### src/rtl/fetch_pc.sv
// Fetch-stage program counter: next-PC selection (jr > j > taken branch > PC+4),
// stall hold, redirect flag and sticky address-error flag. Optional branch
// statistics counters are enabled with the FETCH_PC_BRANCH_STATS_EN macro.
module fetch_pc #(
  parameter logic [31:0] RESET_PC = 32'h0000_3000,
  parameter int          IM_WORDS = 4096
) (
  input  logic        clk,
  input  logic        reset,
  input  logic        FPC_i_Stall,
  input  logic        FPC_i_BrValid,
  input  logic        FPC_i_CmpResult,
  input  logic [15:0] FPC_i_BrImm,
  input  logic [31:0] FPC_i_IdPC4,
  input  logic        FPC_i_JValid,
  input  logic [25:0] FPC_i_JIndex,
  input  logic        FPC_i_JrValid,
  input  logic [31:0] FPC_i_JrTarget,
  output logic [31:0] FPC_o_PC,
  output logic [31:0] FPC_o_PC4,
  output logic        FPC_o_Redirect,
  output logic        FPC_o_AddrErr
`ifdef FETCH_PC_BRANCH_STATS_EN
  ,
  output logic [15:0] FPC_o_BrTotal,
  output logic [15:0] FPC_o_BrTaken
`endif
);

  // Range bounds kept 33 bits wide so a RESET_PC near the top of memory cannot wrap.
  localparam logic [32:0] PC_FIRST = {1'b0, RESET_PC};
  localparam logic [32:0] PC_LAST  = PC_FIRST + 33'(4 * IM_WORDS) - 33'd4;

  function automatic logic pc_illegal(input logic [31:0] pc);
    logic [32:0] pc_w;
    pc_w = {1'b0, pc};
    return (pc[1:0] != 2'b00) || (pc_w < PC_FIRST) || (pc_w > PC_LAST);
  endfunction

  logic [31:0] pc_q, pc_d;
  logic        redir_q, redir_d;
  logic        err_q, err_d;
  logic [31:0] br_target_s;
  logic [31:0] j_target_s;
  logic [31:0] next_pc_s;
  logic        next_redir_s;

  // Next-PC selection and stall hold.
  always_comb begin
    br_target_s  = FPC_i_IdPC4 + {{14{FPC_i_BrImm[15]}}, FPC_i_BrImm, 2'b00};
    j_target_s   = {FPC_i_IdPC4[31:28], FPC_i_JIndex, 2'b00};
    next_pc_s    = pc_q + 32'd4;
    next_redir_s = 1'b0;
    if (FPC_i_JrValid) begin
      next_pc_s    = FPC_i_JrTarget;
      next_redir_s = 1'b1;
    end else if (FPC_i_JValid) begin
      next_pc_s    = j_target_s;
      next_redir_s = 1'b1;
    end else if (FPC_i_BrValid && FPC_i_CmpResult) begin
      next_pc_s    = br_target_s;
      next_redir_s = 1'b1;
    end else begin
      next_pc_s    = pc_q + 32'd4;
      next_redir_s = 1'b0;
    end

    pc_d    = pc_q;
    redir_d = redir_q;
    err_d   = err_q;
    if (!FPC_i_Stall) begin
      pc_d    = next_pc_s;
      redir_d = next_redir_s;
      err_d   = err_q | pc_illegal(next_pc_s);
    end else begin
      pc_d    = pc_q;
      redir_d = redir_q;
      err_d   = err_q;
    end
  end

  always_ff @(posedge clk) begin
    if (reset) begin
      pc_q    <= RESET_PC;
      redir_q <= 1'b0;
      err_q   <= 1'b0;
    end else begin
      pc_q    <= pc_d;
      redir_q <= redir_d;
      err_q   <= err_d;
    end
  end

  assign FPC_o_PC       = pc_q;
  assign FPC_o_PC4      = pc_q + 32'd4;
  assign FPC_o_Redirect = redir_q;
  assign FPC_o_AddrErr  = err_q;

`ifdef FETCH_PC_BRANCH_STATS_EN
  logic [15:0] br_total_q, br_total_d;
  logic [15:0] br_taken_q, br_taken_d;

  // Saturating branch counters; stalled cycles re-present the same branch and are not counted.
  always_comb begin
    br_total_d = br_total_q;
    br_taken_d = br_taken_q;
    if (!FPC_i_Stall && FPC_i_BrValid) begin
      if (br_total_q != 16'hFFFF) begin
        br_total_d = br_total_q + 16'd1;
      end else begin
        br_total_d = br_total_q;
      end
      if (FPC_i_CmpResult && (br_taken_q != 16'hFFFF)) begin
        br_taken_d = br_taken_q + 16'd1;
      end else begin
        br_taken_d = br_taken_q;
      end
    end else begin
      br_total_d = br_total_q;
      br_taken_d = br_taken_q;
    end
  end

  always_ff @(posedge clk) begin
    if (reset) begin
      br_total_q <= 16'd0;
      br_taken_q <= 16'd0;
    end else begin
      br_total_q <= br_total_d;
      br_taken_q <= br_taken_d;
    end
  end

  assign FPC_o_BrTotal = br_total_q;
  assign FPC_o_BrTaken = br_taken_q;
`endif

endmodule

### config.mk
export PLATFORM = sky130hd
export DESIGN_NAME = fetch_pc
export DESIGN_NICKNAME = d
export VERILOG_FILES = /design/src/rtl/fetch_pc.sv
export SDC_FILE = /design/constraint.sdc
export NUM_CORES = 1
export LEC_CHECK = 0
export CAP_MARGIN = 20
export CORE_ASPECT_RATIO = 1.1
export CORE_MARGIN = 10
export CORE_UTILIZATION = 49
export CTS_CLUSTER_DIAMETER = 50
export DETAILED_ROUTE_END_ITERATION = 8
export PLACE_DENSITY = 0.89
export SLEW_MARGIN = 0
export SYNTH_ARGS = -nofsm -noshare
export SYNTH_HDL_FRONTEND = slang
export SYNTH_SLANG_ARGS = --single-unit
### constraint.sdc
create_clock -name clk -period 6.3 [get_ports clk]
set_clock_uncertainty 0.2 [all_clocks]
set_input_delay 1.26 -clock clk [delete_from_list [all_inputs] [get_ports clk]]
set_output_delay 1.26 -clock clk [all_outputs]
set_load 0.01 [all_outputs]
=== Word-level counts from Yosys, hierarchy flattened ===
Index checks and enable logic that the tools add are counted.

* Output and inout bits: 66
* Register bits after elaboration: 34
* Word-level logic and storage cells: 18

* Multiplexer cells: 6
* Magnitude comparators: 2
* Reductions and logical operators: 4
* Add/sub/neg operators: 2
* Bitwise gates (word level): 1

{| class="wikitable"
|+ Operators with widths
! kind !! count
|-
| two-way mux 32 bit || 3
|-
| adder 32 x 3 -> 32 bit, second input constant || 1
|-
| adder 32 bit || 1
|-
| > comparator 32 x 15 -> 1 bit, second input constant || 1
|-
| < comparator 32 x 14 -> 1 bit, second input constant || 1
|-
| two-way mux 1 bit || 3
|-
| logical OR 1 bit || 2
|-
| nonzero test 2 bit || 1
|-
| logical AND 1 bit || 1
|-
| bitwise OR 1 bit || 1
|}

=== Depth between registers and ports, before layout ===
Gate-level depths: netlist of run 1.

* Depth in word-level cells: 8
* Depth in mapped cells: 12
* Gate-level depth less buffers: 12

=== Worst setup path before layout of run 1 ===
No wires, ideal clock.

* Path kind: input -> register
* Start: in FPC_i_BrImm[0]
* End: reg err_q (netlist: FPC_o_AddrErr)
* Setup time: 0.136 ns
* Arrival time: 3.709 ns
* Path buffers: 0
* Stages: 12
* Path slack: 2.255 ns
* Cell sequence: ha_1 > fa_1 > a211oi_1 > o211a_1 > o21ai_2 > a21boi_4 > o21ai_1 > xor2_1 > a2111oi_0 > nor3_1 > nor4_1 > a221oi_2

* Cells in the longest elaborated chain, start to end: 8

{| class="wikitable"
|+ RTL lines
! element !! line !! source
|-
| from (decl) || 13 || <nowiki>input logic [15:0] FPC_i_BrImm,</nowiki>
|-
| adder 32 bit (*) || 50 || <nowiki>br_target_s = FPC_i_IdPC4 + {{14{FPC_i_BrImm[15]}}, FPC_i_BrImm, 2'b00};</nowiki>
|-
| two-way mux 32 bit (*) || 60 || <nowiki>end else if (FPC_i_BrValid && FPC_i_CmpResult) begin</nowiki>
|-
| two-way mux 32 bit (*) || 57 || <nowiki>end else if (FPC_i_JValid) begin</nowiki>
|-
| two-way mux 32 bit (*) || 54 || <nowiki>if (FPC_i_JrValid) begin</nowiki>
|-
| < comparator 32 x 14 -> 1 bit || 37 || <nowiki>return (pc[1:0] != 2'b00) || (pc_w < PC_FIRST) || (pc_w > PC_LAST);</nowiki>
|-
| logical OR 1 bit || 37 ||
|-
| logical OR 1 bit (*) || 37 ||
|-
| bitwise OR 1 bit (*) || 74 || <nowiki>err_d = err_q | pc_illegal(next_pc_s);</nowiki>
|-
| to (signal assigned) || 90 || <nowiki>err_q <= err_d;</nowiki>
|-
| to (decl) || 42 || <nowiki>logic err_q, err_d;</nowiki>
|}

Every way passes the cells marked *; elsewhere a longest branch is shown, timed or not.
A chain may end at the register's enable or synchronous reset.

=== Worst setup path after layout of run 1 ===
* Start: in FPC_i_BrImm[15]
* End: reg err_q (netlist: FPC_o_AddrErr)

The elaborated chain is that of the path after synthesis.

==> summary.md, run 1 <==
| Metric | Value |
|---|---|
| Vias | `5,535` |
| Layout cell share with drive strength beyond 1 | `5.83%` |
| Synth top cells by count | `nor2_1, a21oi_1, nand2_1` |
| Maximum VDD drop | `70.0 uV` |
| Post-synth EDFFs | `0` |
| Hold Crit Class | `reg -> reg` |
| P_leak | `2.46 nW` |
| DR DRC count | `0` |
| Area growth syn-to-layout | `40.1%` |
| Cell at the slowest stage of the critical path | `clkdlybuf4s50_1` |
| Fin. Hold Viols | `0` |
| Die area | `13,500 sq um` |
| Kind of critical path | `in -> reg` |
| Async S/R FF share, synth | `0%` |
| Cell count after placement | `880` |
| ANT cells | `0` |
| Top-area cell type share of the netlist area | `15.0%` |
| RSZ-0062 raised after global routing | `no` |
| Worst setup SP type | `input pin` |
| First-pass GRT wire length | `29,600 microns` |
| Drt first-iter violations | `532` |
| Overall routing resource usage | `26.4%` |
| Starting Density | `50.5%` |
| Fin nets | `917` |
| Period Utilization, post-route | `76.5%` |
| Clock Root Buffer | `clkbuf_8` |
| Worst Path Arrival | `4.75 ns` |
| Critical Path Most Common Cell | `a21oi_1` |
| Top FF cell, synth | `dfxtp_1` |
| Max_cap viols | `0` |
| Clk_lat worst skew | `0.29 ns` |
| Met2 wire len | `8970 microns` |
| Drt via density | `6.25` |
| Cell with the most instances after synthesis | `nor2_1` |
| WL per Instance | `21.6 microns` |
| TritonCTS clock tree | `done` |
| Outcome | `completed` |
| CP Cell Sequence | `clkdlybuf4s50_1, ha_1, a21oi_1, o21ai_0, a21oi_1, o21ai_1, xor2_1, a2111oi_0, nor3_1, nor4_1, a221oi_2` |
| WL met3 | `1700 microns` |
| Port bufs | `178` |
| Wire length on met1 | `7860 microns` |
| Top delay family on crit path | `compound AO/OA/AOI/OAI gates` |
| Setup crit end kind | `register` |
| Number of synthesized register bits | `34` |
| Final ANT Viol Nets | `0` |
| Core ar. | `8960 sq um` |
| Syn Inst Count | `622` |
| Io pins | `179` |
| Avg Inst Size Synth | `7.28 sq um` |
| DP HPWL | `15,600 microns` |
| H-tree levels | `2` |
| Gpl congestion | `0.956` |
| Post CTS Setup Buffer Count | `0` |
| Ranking of synthesized cells by area | `dfxtp_1, ha_1, nor2_1, a21oi_1, xnor2_1` |
| Crit path largest cell delay | `0.89 ns` |
| # resized after CTS | `0` |
| Pre-antenna DRT Iters | `7` |
| Vias in the first global route | `5,431` |
| Gr ovfl total | `0` |
| Die Y | `121 microns` |
| Max Fanout on Critical Path | `15` |
| Sequential-to-total area share from yosys stat | `15.0%` |
| Post-synth top area cell | `dfxtp_1` |
| Fmax achieved | `207 MHz` |
| Critical Path RT | `6.23 ns` |
| Top Layer Used | `met4` |
| Post-Syn Nets | `766` |
| Worst slew pin tran | `1.09 ns` |
| Distinct cells, synth | `79` |
| Synth Cell Area | `4530 sq um` |
| Final setup viols | `0` |
| Largest net degree at the start of global routing | `59` |
| Initial antenna violation count | `0` |
| Final period demand of the worst path | `4.82 ns` |
| CTS buffer count | `5` |
| R2r setup slk | `2.97 ns` |
| Yosys warning count | `0` |
| Final TNS setup | `0 ns` |
| Power density over the cells | `142 nW/um^2` |
| Row count | `36` |
| Clock Pin Slew Worst Setup and Hold Paths | `0.07 ns` |
| Die W | `112 microns` |
| Clock Path Buffers | `2` |
| CTS sink count | `34` |
| Max-slew violation count | `0` |
| WL final | `19,100 microns` |
| Finished Layout Cells | `886` |
| Post-CTS Hold Buffers | `0` |
| Slew headroom | `27.4%` |
| Overall Power | `0.902 mW` |
| Buf+Inv Stages, Crit Path | `1` |
through the flow:
step / worst slack (ns) / instance area (sq um) / utilization (%) / hold WS [ns]
after global routing: 1.33 / 6350 / 70.8 / 0.338
after detailed placement: 1.33 / 6260 / 69.9 / 0.296
after CTS: 1.58 / 6350 / 70.8 / 0.313
final: 1.48 / 6350 / 70.8 / 0.302
after global placement: 1.40 / 6260 / 69.9 / 0.277
after floorplan: 2.26 / 4530 / - / 0.308
placed cells by master, fill, tap and decap left out, types with 14 or more instances in the layout:
cell type        netlist  routed
a211oi_1              14      14
a21oi_1               62      62
clkdlybuf4s50_1        0     177
dfxtp_1               34      34
ha_1                  30      30
mux2i_1               15      15
nand2_1               60      60
nand3_1               19      19
nor2_1                87      87
o21ai_0               26      26
xnor2_1               27      27
xor2_1                20      20
state kept, by name, indices dropped and copies added (netlist names):
register,flops
FPC_o_Redirect,1
FPC_o_AddrErr,1
FPC_o_PC,32
per-layer routing:
metal	global-route usage [%]	up-vias
li1	-	2607
met1	34.2	2575
met2	43.3	315
met3	4.15	38
met4	9.57	0
met5	0	-
report_power, final:
part | internal [mW] | switching [mW] | leakage (nW)
Combinational | 0.231 | 0.251 | 2.14
Clock | 0.0842 | 0.0786 | 0.0431
Sequential | 0.230 | 0.0261 | 0.281
Total | 0.546 | 0.356 | 2.46
final timing paths:
| check | from | to | cells after the start |
|---|---|---|---|
| max | FPC_i_BrImm[15] | FPC_o_AddrErr | 11 |
| min | FPC_o_Redirect | FPC_o_Redirect | 2 |
| max reg2reg | FPC_o_PC[2] | FPC_o_AddrErr | 11 |
| min reg2reg | FPC_o_Redirect | FPC_o_Redirect | 2 |
worst min-delay path, stage by stage, from the launching register on:
cell	delay, ns
dfxtp_1	0.33
a21oi_1	0.07
nor2_1	0.07
final cells by class:
class                           instances  area (sq um)
Fill cell                             738          2620
Clock buffer                            6          82.6
Timing Repair Buffer                  182          1810
Tap cell                              114           143
Inverter                               12          45.0
Sequential cell                        34           681
Multi-Input combinational cell        538          3590
kinds of logic (layout without fill, tap and decap cells):
| group | count (synthesis) | after routing | share of synthesized area (%) |
|---|---|---|---|
| AO/OA/AOI/OAI | 204 | 204 | 31.4 |
| flip-flops | 34 | 34 | 15.0 |
| adder cells (fa/ha/maj) | 31 | 31 | 8.73 |
| buffers and inverters | 50 | 200 | 5.72 |
| AND/OR/NAND/NOR | 240 | 240 | 26.3 |
| XOR/XNOR | 48 | 48 | 9.45 |
| multiplexers | 15 | 15 | 3.31 |
Note: power is estimated with default switching activity, not from simulation.
==> run 2: changes to the inputs <==
--- a/config.mk
+++ b/config.mk
@@ -8,10 +8,10 @@
 export CAP_MARGIN = 20
 export CORE_ASPECT_RATIO = 1.1
 export CORE_MARGIN = 10
-export CORE_UTILIZATION = 49
+export CORE_UTILIZATION = 41
 export CTS_CLUSTER_DIAMETER = 50
 export DETAILED_ROUTE_END_ITERATION = 8
-export PLACE_DENSITY = 0.89
+export PLACE_DENSITY = 0.79
 export SLEW_MARGIN = 0
 export SYNTH_ARGS = -nofsm -noshare
 export SYNTH_HDL_FRONTEND = slang
==> constraint.sdc (replaced) <==
create_clock -name clk -period 4 [get_ports clk]
set_clock_uncertainty 0.2 [all_clocks]
set_input_delay 0.8 -clock clk [delete_from_list [all_inputs] [get_ports clk]]
set_output_delay 0.8 -clock clk [all_outputs]
set_load 0.01 [all_outputs]
==> summary.md, run 2 (synthesized netlist as in run 1, its figures left out) <==
| Metric | Value |
|---|---|
| Hold Crit Depth | `2 (unchanged)` |
| Io pins | `179 (unchanged)` |
| Clk_lat worst skew | `0.28 ns (about the same)` |
| CTS buffer count | `5 (unchanged)` |
| P_leak | `2.91 nW (+18%)` |
| Initial antenna violation count | `0 (unchanged)` |
| Commonest non-fill, non-tap cell in the layout | `clkdlybuf4s50_1` |
| Pre-antenna DRT Iters | `5 (-2)` |
| TritonCTS clock tree | `done` |
| Drt via density | `5.67 (-9.3%)` |
| Period Utilization, post-route | `95.6%` |
| Core ar. | `10,900 sq um (+21%)` |
| Worst slew pin tran | `0.743 ns (-0.346 ns)` |
| Setup crit end kind | `primary output` |
| Die W | `120 microns (+7.7%)` |
| Die area | `15,700 sq um (+16%)` |
| Hold Crit Class | `reg -> reg` |
| Layout cell share with drive strength beyond 1 | `16.0% (+10 points)` |
| Gr ovfl total | `0 (unchanged)` |
| Clock Pin Slew Worst Setup and Hold Paths | `0.05 ns (-0.02 ns)` |
| Fillers | `1,007 (+36%)` |
| Final ANT Viol Nets | `0 (unchanged)` |
| First-pass GRT wire length | `29,900 microns (+0.72%)` |
| Post-CTS Hold Buffers | `0 (unchanged)` |
| Drt first-iter violations | `530 (-0.38%)` |
| Gpl congestion | `0.967 (+1.2%)` |
| Internal Power | `1.07 mW (+95%)` |
| Port bufs | `178 (unchanged)` |
| Final period demand of the worst path | `3.82 ns` |
| DR DRC count | `0 (unchanged)` |
| Final TNS setup | `0 ns (unchanged)` |
| Clock group share of total power | `23.2% (+5.1 points)` |
| Overall routing resource usage | `23.4% (-3.0 points)` |
| ANT cells | `0 (unchanged)` |
| Vias in the first global route | `5,645 (+3.9%)` |
| Overall Power | `1.66 mW (+84%)` |
| Critical Path RT | `3.00 ns (-3.23 ns)` |
| Area growth syn-to-layout | `57.7%` |
| Power density over the cells | `233 nW/um^2 (+64%)` |
| Switching share of total power | `35.9% (-3.5 points)` |
| DP HPWL | `16,600 microns (+6.7%)` |
| Slew headroom | `50.3% (+23 points)` |
| WL final | `19,400 microns (+1.3%)` |
| Outcome | `completed` |
| Starting Density | `41.7% (-8.8 points)` |
| Maximum VDD drop | `214 uV (+210%)` |
| Commonest non-fill, non-tap cells in the layout | `clkdlybuf4s50_1, buf_4, nor2_1, a21oi_1, nand2_1` |
| Fin. Hold Viols | `0 (unchanged)` |
| Clock Root Buffer | `clkbuf_16` |
| Max_cap viols | `0 (unchanged)` |
| P_sw | `0.597 mW (+68%)` |
| Final instance area | `7140 sq um (+13%)` |
| H-tree levels | `2 (unchanged)` |
| Max-slew violation count | `0 (unchanged)` |
| Fin nets | `1,004 (+9.5%)` |
| Max Fanout on Critical Path | `7 (-8)` |
| Fmax achieved | `262 MHz` |
| WL per Instance | `19.2 microns (-11%)` |
| Row count | `40 (+11%)` |
| Worst setup SP type | `register` |
| Largest net degree at the start of global routing | `38 (-36%)` |
| Worst Path Arrival | `2.82 ns (-1.93 ns)` |
| Vias | `5,711 (+3.2%)` |
| Comb power frac | `52.5% (-1.0 points)` |
| Clock Path Buffers | `2 (unchanged)` |
| Kind of critical path | `reg -> out` |
| Seq pwr share | `24.2% (-4.2 points)` |
| DP Area | `6960 sq um (+11%)` |
| Register-to-Register Path Depth | `11 (unchanged)` |
| Max reg flops | `32 (unchanged)` |
| Final setup viols | `0 (unchanged)` |
| Die Y | `130 microns (+7.8%)` |
| CTS sink count | `34 (unchanged)` |
[run 2: changes by cell type in the layout (fill, tap and decap cells not counted), moves of 2 or more]
cell,before,now
a21oi_1,62,60
clkbuf_8,6,1
buf_4,4,90
a21oi_2,2,4
clkbuf_16,0,5
[run 2: final timing paths]
kind,from,to,slack (ns)
setup reg to reg,FPC_o_PC[2],FPC_o_AddrErr,0.74
hold / removal,FPC_o_Redirect,FPC_o_Redirect,0.31
hold reg to reg,FPC_o_Redirect,FPC_o_Redirect,0.31
setup / recovery,FPC_o_PC[2],FPC_o_PC4[20],0.18
[run 2: metrics by stage]
| step | setup slack (ns) | cells | hold WS, ns | util, % |
|---|---|---|---|---|
| after floorplan | 0.415 | 622 | 0.308 | - |
| after global placement | -0.0731 | 1000 | 0.280 | 64.1 |
| after detailed placement | -0.167 | 1000 | 0.294 | 64.1 |
| after CTS | 0.104 | 1008 | 0.309 | 65.4 |
| after global routing | -0.00803 | 1008 | 0.342 | 65.8 |
| final | 0.177 | 1008 | 0.311 | 65.8 |
[run 2: cell type report]
class                   count  area, sq um  area share, %
flip-flops and latches     34          681           9.53
repair buffers            269         2460           34.5
multi-input cells         538         3620           50.7
inverters                  12         45.0          0.631
well taps                 147          184           2.58
clock inverters             1         5.00         0.0701
clock buffers               7          143           2.00
[run 2: power groups by stage]
stage	sequential (mW)	clock [mW]	combinational [mW]
floorplan	0.410	0	0.418
global placement	0.407	0	0.848
detailed placement	0.409	0	0.857
CTS	0.402	0.386	0.861
global route	0.408	0.401	0.941
finish	0.403	0.386	0.874
[run 2: layer usage]
layer	global-route usage, %	wire length, microns	vias up
met5	0	0	-
met4	6.96	430	0
met3	2.85	1210	28
met2	40.6	9550	224
met1	29.7	8180	2685
li1	-	-	2774
[run 2: what timing repair did]
item                                   4_1_cts  5_1_grt
setup endpoints to repair                    0        1
endpoints found under the hold margin        0        0
resized for setup                            0        8
setup buffers                                0        0
[run 2: worst max-delay path, cell delays in order, from the launching register on]
cell and delay [ns]:
dfxtp_1 0.45, ha_1 0.25, nand3_2 0.23, nor4_4 0.49
nand2_1 0.12, xnor2_1 0.37, clkdlybuf4s50_1 0.63
